==> config.mk <==
export PLATFORM = sky130hd
export DESIGN_NAME = relu_max_pool
export DESIGN_NICKNAME = d
export VERILOG_FILES = /design/src/rtl/relu_max_pool.sv
export SDC_FILE = /design/constraint.sdc
export NUM_CORES = 1
export LEC_CHECK = 0
export ABC_AREA = 1
export CELL_PAD_IN_SITES_DETAIL_PLACEMENT = 0
export CELL_PAD_IN_SITES_GLOBAL_PLACEMENT = 1
export CORE_MARGIN = 2
export CORE_UTILIZATION = 42
export CTS_BUF_LIST = sky130_fd_sc_hd__clkbuf_8
export CTS_CLUSTER_SIZE = 8
export DETAILED_ROUTE_END_ITERATION = 16
export PLACE_DENSITY = 0.92
export RECOVER_POWER = 25
export SYNTH_ARGS = -nofsm -noshare
export SYNTH_HDL_FRONTEND = slang
export SYNTH_SLANG_ARGS = --single-unit
==> constraint.sdc <==
create_clock -name clk -period 9.7 [get_ports clk]
set_input_delay 1.94 -clock clk [delete_from_list [all_inputs] [get_ports clk]]
set_output_delay 1.94 -clock clk [all_outputs]
set_load 0.005 [all_outputs]
==> src/rtl/relu_max_pool.sv <==
// Streaming per-lane max-pool over POOL accepted vectors, one pooled vector per window.
// Optional define RELU_POOL_INDEX_EN builds per-lane argmax tracking on out_index.
`timescale 1ns/1ps
module relu_max_pool #(
  parameter int WIDTH = 4,
  parameter int POOL  = 2,
  localparam int CW   = (POOL > 1) ? $clog2(POOL) : 1
) (
  input  logic          clk,
  input  logic          reset,
  input  logic          clk_en,
  input  logic          in_valid,
  output logic          in_ready,
  input  logic          in_last,
  input  logic [31:0]   in_data   [WIDTH-1:0],
  output logic          out_valid,
  input  logic          out_ready,
  output logic [31:0]   out_data  [WIDTH-1:0],
  output logic [CW-1:0] out_index [WIDTH-1:0]
);

  logic [CW-1:0] count_reg;
  logic [31:0]   acc_reg  [WIDTH-1:0];
  logic [31:0]   acc_next [WIDTH-1:0];
  logic          take_new [WIDTH-1:0];
  logic          out_valid_reg;
  logic          accept;
  logic          close_win;
  logic          pop;

  // Sign-magnitude ordering key; negatives invert so larger magnitude sorts lower.
  function automatic logic [31:0] order_key(input logic [31:0] f);
    return f[31] ? ~{1'b1, f[30:0]} : {1'b1, f[30:0]};
  endfunction

  function automatic logic greater(input logic [31:0] a, input logic [31:0] b);
    if (a[30:0] == 31'd0 && b[30:0] == 31'd0)
      return 1'b0;
    return order_key(a) > order_key(b);
  endfunction

  assign out_valid = out_valid_reg;
  assign in_ready  = clk_en & (~out_valid_reg | out_ready);
  assign accept    = in_valid & in_ready;
  assign close_win = (count_reg == CW'(POOL - 1)) | in_last;
  assign pop       = clk_en & out_ready & out_valid_reg;

  genvar gi;
  generate
    for (gi = 0; gi < WIDTH; gi++) begin : g_lane
      assign take_new[gi] = (count_reg == '0) | greater(in_data[gi], acc_reg[gi]);
      assign acc_next[gi] = take_new[gi] ? in_data[gi] : acc_reg[gi];
    end
  endgenerate

  always_ff @(posedge clk or posedge reset) begin
    if (reset) begin
      count_reg     <= '0;
      out_valid_reg <= 1'b0;
      for (int i = 0; i < WIDTH; i++) begin
        acc_reg[i]  <= '0;
        out_data[i] <= '0;
      end
    end else begin
      if (accept) begin
        for (int i = 0; i < WIDTH; i++)
          acc_reg[i] <= acc_next[i];
        if (close_win) begin
          count_reg <= '0;
          for (int i = 0; i < WIDTH; i++)
            out_data[i] <= acc_next[i];
        end else begin
          count_reg <= count_reg + CW'(1);
        end
      end
      // A window closing on the same edge as a pop keeps the output valid.
      if (accept && close_win)
        out_valid_reg <= 1'b1;
      else if (pop)
        out_valid_reg <= 1'b0;
    end
  end

`ifdef RELU_POOL_INDEX_EN
  logic [CW-1:0] idx_reg  [WIDTH-1:0];
  logic [CW-1:0] idx_next [WIDTH-1:0];

  generate
    for (gi = 0; gi < WIDTH; gi++) begin : g_idx
      assign idx_next[gi] = (count_reg == '0) ? '0 :
                            (take_new[gi] ? count_reg : idx_reg[gi]);
    end
  endgenerate

  always_ff @(posedge clk or posedge reset) begin
    if (reset) begin
      for (int i = 0; i < WIDTH; i++) begin
        idx_reg[i]   <= '0;
        out_index[i] <= '0;
      end
    end else if (accept) begin
      for (int i = 0; i < WIDTH; i++)
        idx_reg[i] <= idx_next[i];
      if (close_win)
        for (int i = 0; i < WIDTH; i++)
          out_index[i] <= idx_next[i];
    end
  end
`else
  generate
    for (gi = 0; gi < WIDTH; gi++) begin : g_idx_tie
      assign out_index[gi] = '0;
    end
  endgenerate
`endif

endmodule

# After elaboration in Yosys (flattened, before gate mapping)
# Index checks and enable logic that the tools add are counted.
# op_classes
addsub	1
n_mul	0
div_mod_pow	0
magnitude_cmp	4
n_eq_ne	0
shifts	0
mux	27
n_bitwise	20
n_reduce_logical	15
# op_table
cell	n
$mux 32	12
$not 32->32	8
$logic_not 31->1	8
$gt 32x32->1	4
$mux 1	15
$or 1x1->1	6
$logic_and 1x1->1	5
$and 1x1->1	4
$not 1->1	2
$reduce_and 2->1	1
$reduce_bool 2->1	1
$add 1x1->1 const B	1
# totals
register_bits	258
latch_bits	0
ram_bits	0
romBits	0
in_bits	134
out_inout_bits	134
word_cells	77
n_memories	0

# Logic depth before layout (Yosys ltp)
# logic_depth
word_depth	6
mapped_depth	21
ltp_nobuf	18

# Least setup slack after synthesis
# Ideal clock, no wire load.
# synth_path
path_kind	input to output
start	in clk_en
end	out in_ready
t_arrival_ns	2.090
t_required_ns	7.760
setup_slack_ns	5.670
stages	2
n_path_buf	0
path_cell_list	inv_1 -> o21ai_2
# synth_between
elab_chain_cells	1
# synth_rtl
element	line	text
start: declaration	11	input logic clk_en,
$and 1x1->1	43	assign in_ready = clk_en & (~out_valid_reg | out_ready);
end: declaration	13	output logic in_ready,
# Every way passes these cells.

# Worst setup path in the final report
# Ends and elaborated chain as after synthesis.

==> metrics.md <==
| Metric | Value |
|---|---|
| Total CTS buffers | 50 |
| Pwr/cell area | 326 nW/um^2 |
| First-pass GRT wire length | 85.5 mm |
| Root buffer cell | clkbuf_8 |
| Initial Util | 0.426 |
| Floorplan die height | 219 um |
| Synth area leader | dfrtp_1 |
| Vias in the first global route | 17200 |
| Layout Skew | 0.0321 ns |
| DR pass1 iterations | 5 |
| Worst-path fanout max | 2 |
| Initial antenna violation count | 1 |
| Antenna violation net count after detailed routing | 0 |
| Hold_sp | out_data[50] |
| Crit path DAT | 3.19 ns |
| Critical Path Max Stage Delay | 0.54 ns |
| # rows | 78 |
| Crit path top cell by count | clkdlybuf4s50_1 |
| CTS clk-pin slew, worst paths | 0.06 ns |
| Leak | 11.7 nW |
| WL/cell | 15.7 um |
| Post-Synth XOR/XNOR Area | 0.112 |
| Final WL | 52.4 mm |
| Cells after synthesis | 2506 |
| Largest cells by area after synthesis | dfrtp_1 (33%), nand2_1 (14%), nand3_1 (9.7%) |
| Cell Chain, Critical Path | clkdlybuf4s50_1 -> inv_1 -> o21ai_2 -> clkdlybuf4s50_1 |
| RSZ-0062 raised after global routing | no |
| VDD IR max | 0.000137 V |
| Vias | 16800 |
| Synth Register Bits | 258 |
| Area delta synth->final | 19.0% |
| CTS tree | done |
| R2R Path Start | acc_reg[63] |
| Resize count post-CTS | 0 |
| Final slew viol count | 0 |
| Largest family of logic cells by synthesized area | simple AND/OR/NAND/NOR gates |
| Area share of the largest cell type after synthesis | 0.334 |
| Multiplexer share of the synthesized area | 0 |
| IO buf count | 263 |
| Worst Max-Slew Pin Slew | 1.13 ns |
| CP endpoint kind | primary output |
| Post-synthesis sequential area ratio | 0.334 |
| Global route overflow | 0 |
| Hpwl dp | 35.2 mm |
| Max Clock Freq | 0.195 GHz |
| Final Hold Viols | 0 |
| Clock insertion delay at the later pin of the skew report | 0.64 ns |
| Tmin final | 5.13 ns |
| Bufs on Longest Clock Path | 3 |
| Syn. warnings | 0 |
| CP required | 7.76 ns |
| Slew headroom | 0.244 |
| Crit path max-delay family | buffers and inverters |
| Synth Area in Compound Gates | 0.0223 |
| Mapped cell area | 19300 um^2 |
| Antenna Diode Count | 0 |
| Post-synthesis simple-gate area fraction | 0.349 |
| Initial DRC count | 952 |
| Hold Buf Count CTS | 0 |
| TNS Setup | 0 ns |
| Synth unique cells | 36 |
| CP Class | input pin to primary output |
| Outcome | finished clean |
| Critical path startpoint category | input pin |
| DRC viols | 0 |
| Slowest CP cell | clkdlybuf4s50_1 |
| H-tree depth | 2 |
| Core box area | 45400 um^2 |
| Finish-stage setup viols | 0 |
| Vias per inst | 5.02 |
| Post-CTS setup buffer count | 0 |
| Mapped Avg Cell Area | 7.72 um^2 |
| Synth Flop Type | dfrtp_1 |
| Largest net degree at the start of global routing | 141 |
| Clk sink count | 258 |
| Placer Congestion | 0.836 |
| DIE AREA | 47800 um^2 |
| Layout cells sized above 1 | 0.144 |
| Synth Area in Adders | 0.0828 |
| Fraction of registers with async set/reset | 1.00 |
| Die width | 219 um |
| Number of synthesized flops with an enable pin | 0 |
| Start point of the critical path | clk_en |
| Boundary pin count | 268 |
| Crit path buf inv count | 3 |
| Total Power | 7.50 mW |
| Worst min-delay path class | register to register |
| Nets | 2965 |
| Fin crit share | 0.529 |
| Max-cap violations | 0 |
| GRT Overall Usage | 0.221 |
worst paths after layout:
path	cells past startpoint	slack, ns	end
max in group asynchronous	3	6.00	count_reg
worst max-delay path	4	4.57	in_ready
worst max register to register	12	5.85	acc_reg[55]
min in group asynchronous	2	2.07	acc_reg[57]
worst min-delay path	2	0.47	out_data[50]
worst min register to register	2	0.47	out_data[50]
tightest hold or removal path, stage by stage, from the launching register on:
cell     delay, ns
dfrtp_1       0.34
nand2_1       0.05
nand2_1       0.05
synthesized netlist by cell type (3+ instances only):
library cell  instances
ha_1                128
clkbuf_1             42
dfrtp_1             258
nor2_1               72
nand2_1             712
xor2_1              124
nand3_1             375
inv_1               138
a21oi_1              53
nor3_1                5
nand2_4              92
o21a_1                6
nand3_2              23
buf_1                 3
nand2_8               3
nand4_1              64
and2_4                3
nand2_2               6
inv_2               155
buf_4                25
buf_2                48
a21oi_2               3
o21ai_0               4
buf_6                 4
xnor2_1             124
o21ai_1               4
buf_12                9
a21o_1                4
nor2_2               10
logic make-up after synthesis:
group,count (synthesis)
AO/OA/AOI/OAI,77
XOR/XNOR,248
adder cells (fa/ha/maj),128
buffers and inverters,425
flip-flops,258
other,1
AND/OR/NAND/NOR,1369
cells in the final DEF (no fill, tap or decap), types with 3 or more instances in the layout:
cell and n:
nand2_1 711, nand3_1 375, dfrtp_1 254, clkdlybuf4s50_1 235, inv_1 155, inv_2 153
ha_1 128, xor2_1 124, xnor2_1 124, nand2_4 93, nor2_1 72, nand4_1 64
clkbuf_8 63, a21oi_1 53, dlygate4sd3_1 24, nand3_2 23, nor2_2 10, buf_4 10
clkinv_2 9, o21a_1 6, nand2_2 6, nor3_1 5, a21o_1 4, o21ai_0 4
o21ai_1 4, conb_1 4, buf_2 4, and2_4 3, a21oi_2 3, nand2_8 3
dfrtp_2 3
where the power goes:
| group | internal (mW) | leakage [nW] | switching [mW] | total, mW |
|---|---|---|---|---|
| registers | 1.59 | 3.18 | 0.544 | 2.14 |
| logic | 1.86 | 7.90 | 2.39 | 4.25 |
| clock network | 0.608 | 0.598 | 0.509 | 1.12 |
| total | 4.06 | 11.7 | 3.44 | 7.50 |
layout make-up:
class | instances | area (um^2)
repair buffers | 273 | 2690
fillers | 4323 | 22400
multi-input cells | 1826 | 11000
flip-flops and latches | 258 | 6460
clock buffers | 63 | 867
inverters | 294 | 1120
clock inverters | 28 | 143
well taps | 600 | 751
metrics by stage:
stage,area [um^2],hold WS (ns),utilization,setup slack (ns),std cells
4_1_cts,23000,0.481,0.507,4.58,3342
3_5_place_dp,22000,0.464,0.485,3.99,3251
6_report,23000,0.475,0.507,4.57,3342
5_1_grt,23000,0.497,0.507,4.41,3342
2_1_floorplan,19400,0.473,-,0.662,2509
3_3_place_gp,22000,0.466,0.485,4.04,3251
layer usage:
layer | GRT usage | wire [um] | vias to the layer above
li1 | - | - | 8353
met1 | 0.282 | 23100 | 7908
met2 | 0.373 | 24800 | 434
met3 | 0.0398 | 3070 | 93
met4 | 0.0834 | 1510 | 2
met5 | 0 | 9 | -
No activity file was read; power rests on OpenSTA's default activity.
